File: config.mk
export PLATFORM = sky130hd
export DESIGN_NAME = lane_serializer
export DESIGN_NICKNAME = d
export VERILOG_FILES = /design/src/rtl/lane_serializer.sv
export SDC_FILE = /design/constraint.sdc
export NUM_CORES = 1
export LEC_CHECK = 0
export CAP_MARGIN = 20
export CORE_MARGIN = 2
export CORE_UTILIZATION = 43
export DETAILED_ROUTE_END_ITERATION = 10
export GPL_TIMING_DRIVEN = 1
export PLACE_DENSITY_LB_ADDON = 0.2
export SLEW_MARGIN = 30
export SYNTH_ARGS = -nofsm -noshare
export SYNTH_HDL_FRONTEND = slang
export SYNTH_SLANG_ARGS = --single-unit
File: constraint.sdc
create_clock -name clk -period 2.09 [get_ports clk]
set_input_delay 0.627 -clock clk [delete_from_list [all_inputs] [get_ports clk]]
set_output_delay 0.627 -clock clk [all_outputs]
set_load 0.01 [all_outputs]
File: src/rtl/lane_serializer.sv
// Per-lane parallel-to-serial stage: accepts 8-bit symbols on valid/ready and shifts them out MSB-first,
// covering reset-time lane sync with COM symbols and data gaps with alternating COM/IDL filler.
module lane_serializer #(
    parameter int                DATA_W         = 8,
    parameter logic [DATA_W-1:0] COM_SYM        = 8'hBC,
    parameter logic [DATA_W-1:0] IDL_SYM        = 8'h7C,
    parameter int                SYNC_COM_COUNT = 4
) (
    input  logic              clk,
    input  logic              reset,
    input  logic [DATA_W-1:0] in_data,
    input  logic              in_valid,
    output logic              in_ready,
    output logic              out_bit,
    output logic              out_sym_start,
    output logic              out_active
);

    localparam int                SYNC_W    = $clog2(SYNC_COM_COUNT + 1);
    localparam logic [SYNC_W-1:0] SYNC_LAST = SYNC_W'(SYNC_COM_COUNT - 1);
    localparam logic [0:0]        ST_SYNC   = 1'b0;
    localparam logic [0:0]        ST_RUN    = 1'b1;
    localparam logic [2:0]        BIT_LAST  = 3'd7;

    logic [DATA_W-1:0] shift_reg;
    logic [2:0]        bit_cnt;
    logic [0:0]        state;
    logic [SYNC_W-1:0] sync_cnt;
    logic              idle_phase;
    logic              sym_is_data;

    function automatic logic [DATA_W-1:0] filler_sym(input logic phase);
        return phase ? IDL_SYM : COM_SYM;
    endfunction

    // Boundary cycle (bit_cnt==7) loads the next symbol; every other cycle shifts one bit out
    always_ff @(posedge clk or posedge reset) begin
        if (reset) begin
            shift_reg   <= '0;
            bit_cnt     <= BIT_LAST;
            state       <= ST_SYNC;
            sync_cnt    <= '0;
            idle_phase  <= 1'b0;
            sym_is_data <= 1'b0;
        end else if (bit_cnt == BIT_LAST) begin
            bit_cnt <= 3'd0;
            if (state == ST_SYNC) begin
                shift_reg   <= COM_SYM;
                sym_is_data <= 1'b0;
                sync_cnt    <= sync_cnt + 1'b1;
                if (sync_cnt == SYNC_LAST) begin
                    state      <= ST_RUN;
                    idle_phase <= 1'b1;
                end
            end else if (in_valid) begin
                shift_reg   <= in_data;
                sym_is_data <= 1'b1;
                idle_phase  <= 1'b0;
            end else begin
                shift_reg   <= filler_sym(idle_phase);
                sym_is_data <= 1'b0;
                idle_phase  <= ~idle_phase;
            end
        end else begin
            shift_reg <= {shift_reg[DATA_W-2:0], 1'b0};
            bit_cnt   <= bit_cnt + 3'd1;
        end
    end

    assign out_bit       = shift_reg[DATA_W-1];
    assign out_sym_start = (bit_cnt == 3'd0) && !reset;
    assign out_active    = sym_is_data;
    assign in_ready      = (state == ST_RUN) && (bit_cnt == BIT_LAST);

endmodule

==> results_dict.tcl, run 1 <==
set metrics [dict create \
    slowest_stage "clkdlybuf4s50_1" \
    vias_per_cell 4.63 \
    grt_pass1_wl_mm 2.15 \
    async_flop_share_pct 100 \
    grt.total_usage_pct 14.5 \
    insertion_delay_ns 0.28 \
    io_buffers 14 \
    largest_reg_flops 8 \
    dieArea_mm2 0.00219 \
    path_clk_slew_ns 0.10 \
    cp-start-kind "primary input" \
    synth-main-ff-cell "dfrtp_1" \
    drt_pre_antenna_iters 2 \
    drive_gt1_share_pct 25.3 \
    core_area_mm2 0.00173 \
    avgSynthCellArea_um2 11.6 \
    drc_errors 0 \
    cts.sinks 17 \
    max_cap_violations 0 \
    routed_wl_mm 1.23 \
    finalHoldViolCount 0 \
    cts_hold_buf 0 \
    rows 15 \
    area_delta_synth_final_pct 26.2 \
    first_global_vias 525 \
    first_iter_violations 8 \
    ys_types 26 \
    fill_cells 159 \
    final_nets 104 \
    slew_headroom_pct 73.2 \
    arrival_ns 1.39 \
    cts_setup_buffers 0 \
    power_density_mw_per_mm2 561 \
    grt_max_degree 20 \
    initial_core_util_pct 45.7 \
    yosysMostFrequentCell "dfrtp_1" \
    swShare_pct 22.0 \
    p_seq_share_pct 61.1 \
    worst_ep_required_time_ns 1.46 \
    vias 519 \
    synth-seq-area-share_pct 54.4 \
    fin_ws_ns 0.0684 \
    internal-power_w 0.000435 \
    regArea_um2 429 \
    critPathMaxFanout 2 \
    io_pins 15 \
    clk_path_buf_depth 2 \
    leakage_nw 0.504 \
    synth_area_um2 788 \
    rsz0062_at_grt "false" \
    worst_path_largest_cell_delay_ns 0.42 \
    ir_worst_vdd_v 0.000377 \
    fp.dieW_um 46.8 \
    finalCriticalPeriod_ns 2.02 \
    clkPwrFrac_pct 30.8 \
    antenna_found_initial 0 \
    htreeDepth 1 \
    hpwlAfterDp_um 918 \
    min_period_over_period_pct 96.7 \
    critPathCaptureType "output port" \
    synth_warnings 0 \
    cts_buffers 3 \
    die_height_um 46.8 \
    yosys-top-cells-count "dfrtp_1 (14), inv_1 (12), nor2_1 (6)" \
    worst_slew_pin_slew_ns 0.401 \
    syn_inst 68 \
    synth-edff-count 0 \
    p_switching_w 0.000122 \
    antenna_cells 0 \
    maxSlewViolCount 0 \
    cts_tree "done" \
    ys_seq_elements 17 \
    syn_nets 84 \
    synth_top_area_share_pct 44.4 \
    wl_per_cell_um 11.0 \
    path_cells "clkdlybuf4s50_1, nor3b_1, buf_2" \
    max_freq_ghz 0.495 \
    clockRootBuffer "clkbuf_4" \
    hold_path.class "reg2reg" \
    postRouteAntennaNets 0 \
    yosys.area.top_type "dfrtp_1" \
    pre_cts_slack_ns -0.321 \
    synth_area_leaders "dfrtp_1 (44%), dfstp_2 (10%), ha_1 (7.9%)" \
    fin_util_pct 57.6 \
    finalSetupViolations 0 \
    overflow 0 \
    run_status "finished clean" \
    gp_congestion 0.662 \
    combPwrFrac_pct 8.2 \
    clock_skew_ns 0.00326 \
    worstSetupPathType "in2out" \
    multi_input_area_um2 287 \
]
worst paths after layout:
check	start	to	slack, ns	depth (start not counted)
worst min register to register	sync_cnt[0]	sync_cnt[0]	0.49	1
worst max register to register	bit_cnt[0]	sync_cnt[1]	0.50	5
worst min-delay path	sync_cnt[0]	sync_cnt[0]	0.49	1
max in group asynchronous	reset	bit_cnt[0]	1.16	3
min in group asynchronous	reset	out_active	0.68	3
worst max-delay path	reset	out_sym_start	0.07	3
power by group through the flow:
stage,Combinational [W],Clock [W],Sequential [W]
floorplan,0.0000194,0,0.000347
global placement,0.0000458,0,0.000347
detailed placement,0.0000467,0,0.000347
CTS,0.0000469,0.000175,0.000341
global route,0.0000511,0.000194,0.000342
finish,0.0000456,0.000172,0.000341
cell families (layout without fill, tap and decap cells):
| logic type | after synthesis | in the layout | synth area share (%) |
|---|---|---|---|
| xor+xnor | 1 | 1 | 1.11 |
| compound gates | 12 | 12 | 11.1 |
| buf+inv | 17 | 36 | 11.1 |
| flops | 17 | 17 | 54.4 |
| mux | 3 | 3 | 3.97 |
| simple gates | 13 | 13 | 10.3 |
| fa+ha+maj | 5 | 5 | 7.94 |
routing by layer:
metal / wire (um) / global-route usage, %
met1: 576 / 17.1
met2: 598 / 24.1
met3: 46 / 4.62
met4: 12 / 6.67
met5: 0 / 0
stage by stage:
| stage | cells | setup TNS [ns] | hold slack (ns) | power, W | area (um2) |
|---|---|---|---|---|---|
| floorplan | 68 | 0 | 0.451 | 0.000367 | 788 |
| global placement | 108 | -0.339 | 0.470 | 0.000392 | 958 |
| detailed placement | 108 | -0.363 | 0.473 | 0.000394 | 958 |
| CTS | 112 | 0 | 0.490 | 0.000563 | 978 |
| global route | 112 | 0 | 0.518 | 0.000587 | 995 |
| finish | 112 | 0 | 0.485 | 0.000558 | 995 |
critical path, delay by kind of cell:
kind          cells  cell delay (ns)
buf+inv           2             0.58
simple gates      1             0.18
cell type report:
cell class,count,area share (%)
inverter,13,4.91
tap,25,3.14
sequential,17,43.1
clock buffer,3,2.26
clock inverter,1,0.503
multi-input combinational,34,28.8
timing repair buffer,19,17.2
what timing repair did:
item / in CTS / in global routing
endpoints found under the hold margin: 0 / 0
gates resized for setup: 9 / 3
endpoints found under the setup margin: 2 / 2
placed cells by master, fill, tap and decap left out, types with 2 or more instances in the layout:
master and count:
inv_1 12, dfrtp_1 14, nor2_1 6, buf_4 4
mux2i_1 2, dfstp_2 3, a41oi_1 4, buf_2 2
clkbuf_4 3, a21oi_1 2, clkdlybuf4s50_1 12, ha_1 3
Note: power is estimated with default switching activity, not from simulation.
==> inputs of run 2 (changes only) <==
- CAP_MARGIN: 20 -> 0
- SETUP_SLACK_MARGIN: not set -> 0.15
==> run 2 against run 1 <==
Sequential power is essentially flat. Clock power is essentially flat. Hold slack is essentially flat. Utilization grew 2.0 points. Routed wire length grew 1.7%. Fmax grew 1.1%. Power grew 0.16%. Setup slack gained 0.021 ns. Clock skew shrank 0.00081 ns. Critical path depth grew 2.
==> results_dict.tcl, run 2 (same netlist as run 1, synthesis figures left out) <==
set metrics [dict create \
    layout_commonest_cell "dfrtp_1" \
    hold_depth 1 \
    final_nets 105 \
    finalHoldViolCount 0 \
    htreeDepth 1 \
    antenna_found_initial 0 \
    finalCriticalPeriod_ns 2.00 \
    dieArea_mm2 0.00219 \
    slowest_stage "dfstp_2" \
    max_cap_violations 0 \
    cts_tree "done" \
    antenna_cells 0 \
    met3_length_um 49 \
    clock_skew_ns 0.00245 \
    postRouteAntennaNets 0 \
    rsz0062_at_grt "true" \
    maxSlewViolCount 0 \
    reg2reg_to "sync_cnt[1]" \
    min_from "sync_cnt[0]" \
    dpl-instance-area_um2 958 \
    drc_errors 0 \
    io_buffers 14 \
    leakage_nw 0.509 \
    critPathMaxFanout 2 \
    drive_gt1_share_pct 29.5 \
    gp_congestion 0.662 \
    fin_ws_ns 0.0895 \
    crit_family "flip-flops" \
    routed_wl_mm 1.25 \
    ir_worst_vdd_v 0.000379 \
    initial_core_util_pct 45.7 \
    hold_path.class "reg2reg" \
    fin_util_pct 59.6 \
    rrSetupSlack_ns 0.51 \
    area_delta_synth_final_pct 30.5 \
    cts_hold_buf 0 \
    fp.dieW_um 46.8 \
    grt.total_usage_pct 14.7 \
    multi_input_area_um2 304 \
    die_height_um 46.8 \
    slew_headroom_pct 73.2 \
    pre_cts_slack_ns -0.321 \
    largest_reg_flops 8 \
    rows 15 \
    grt_pass1_wl_mm 2.17 \
    cp-start-kind "flop" \
    met1_length_um 581 \
    path_cells "buf_6, inv_4, ha_4, nor3b_2, buf_2" \
    io_pins 15 \
    wl_met2_um 611 \
    power_density_mw_per_mm2 543 \
    run_status "finished clean" \
    vias_per_cell 4.62 \
    worst_ep_required_time_ns 1.46 \
    dr.max_layer_used "met4" \
    core_area_mm2 0.00173 \
    fin_area_mm2 0.00103 \
    path_clk_slew_ns 0.10 \
    vias 522 \
    min_to "sync_cnt[0]" \
    finalSetupViolations 0 \
    first_global_vias 527 \
    worstSetupPathType "reg2out" \
    hpwlAfterDp_um 918 \
    crit_buf_inv 3 \
    grt_max_degree 20 \
    wl_per_cell_um 11.1 \
    timing.rr.start "bit_cnt[0]" \
    clockRootBuffer "clkbuf_4" \
    critPathCaptureType "output port" \
    fill_cells 150 \
    min_period_over_period_pct 95.7 \
    max_freq_ghz 0.500 \
    insertion_delay_ns 0.28 \
    worst_slew_pin_slew_ns 0.401 \
    layout_common_cells "dfrtp_1 (14), clkdlybuf4s50_1 (12), inv_1 (11), nor2_1 (6), buf_4 (5)" \
    first_iter_violations 8 \
    cts.sinks 17 \
    overflow 0 \
    clk_path_buf_depth 2 \
    cts_buffers 3 \
    worst_path_largest_cell_delay_ns 0.56 \
    regArea_um2 429 \
    arrival_ns 1.37 \
    drt_pre_antenna_iters 2 \
    reg2regPathDepth 5 \
]
-- run 2: worst max path at each step --
stage                from            end  slack, ns  cells past startpoint
2_1_floorplan  bit_cnt[0]       in_ready       0.33                      5
3_3_place_gp        reset  out_sym_start      -0.30                      3
3_5_place_dp        reset  out_sym_start      -0.32                      3
4_1_cts        bit_cnt[0]       in_ready       0.08                      5
5_1_grt        bit_cnt[0]       in_ready       0.02                      5
6_report       bit_cnt[0]  out_sym_start       0.09                      5
-- run 2: final cells by class --
class / instances / area share [%]
flip-flops and latches: 17 / 41.7
multi-input cells: 34 / 29.6
repair buffers: 20 / 18.0
inverters: 13 / 4.99
well taps: 25 / 3.04
clock buffers: 3 / 2.19
clock inverters: 1 / 0.487
-- run 2: repair_timing --
item	4_1_cts	5_1_grt
setup buffers	1	0
pin swaps	1	0
cloned	0	0
resized for setup	18	0
endpoints found under the setup margin	2	2
-- run 2: power by group --
group	total [W]	leakage [nW]	internal (W)	switching, W
clock	0.000172	0.0177	0.0000709	0.000101
combinational	0.0000458	0.297	0.0000269	0.0000190
sequential	0.000341	0.194	0.000338	0.00000304
-- run 2: routing by layer --
metal  vias up  GRT usage, %
met5         -             0
met3         2          4.62
met2        11          24.4
met1       248          17.4
met4         0          6.67
li1        261             -
-- run 2: through the flow --
step / total power, W / cells / hold WS [ns] / TNS, ns
2_1_floorplan: 0.000367 / 68 / 0.451 / 0
5_1_grt: 0.000587 / 113 / 0.518 / 0
4_1_cts: 0.000563 / 113 / 0.490 / 0
6_report: 0.000559 / 113 / 0.486 / 0
3_5_place_dp: 0.000394 / 108 / 0.473 / -0.363
3_3_place_gp: 0.000392 / 108 / 0.470 / -0.339
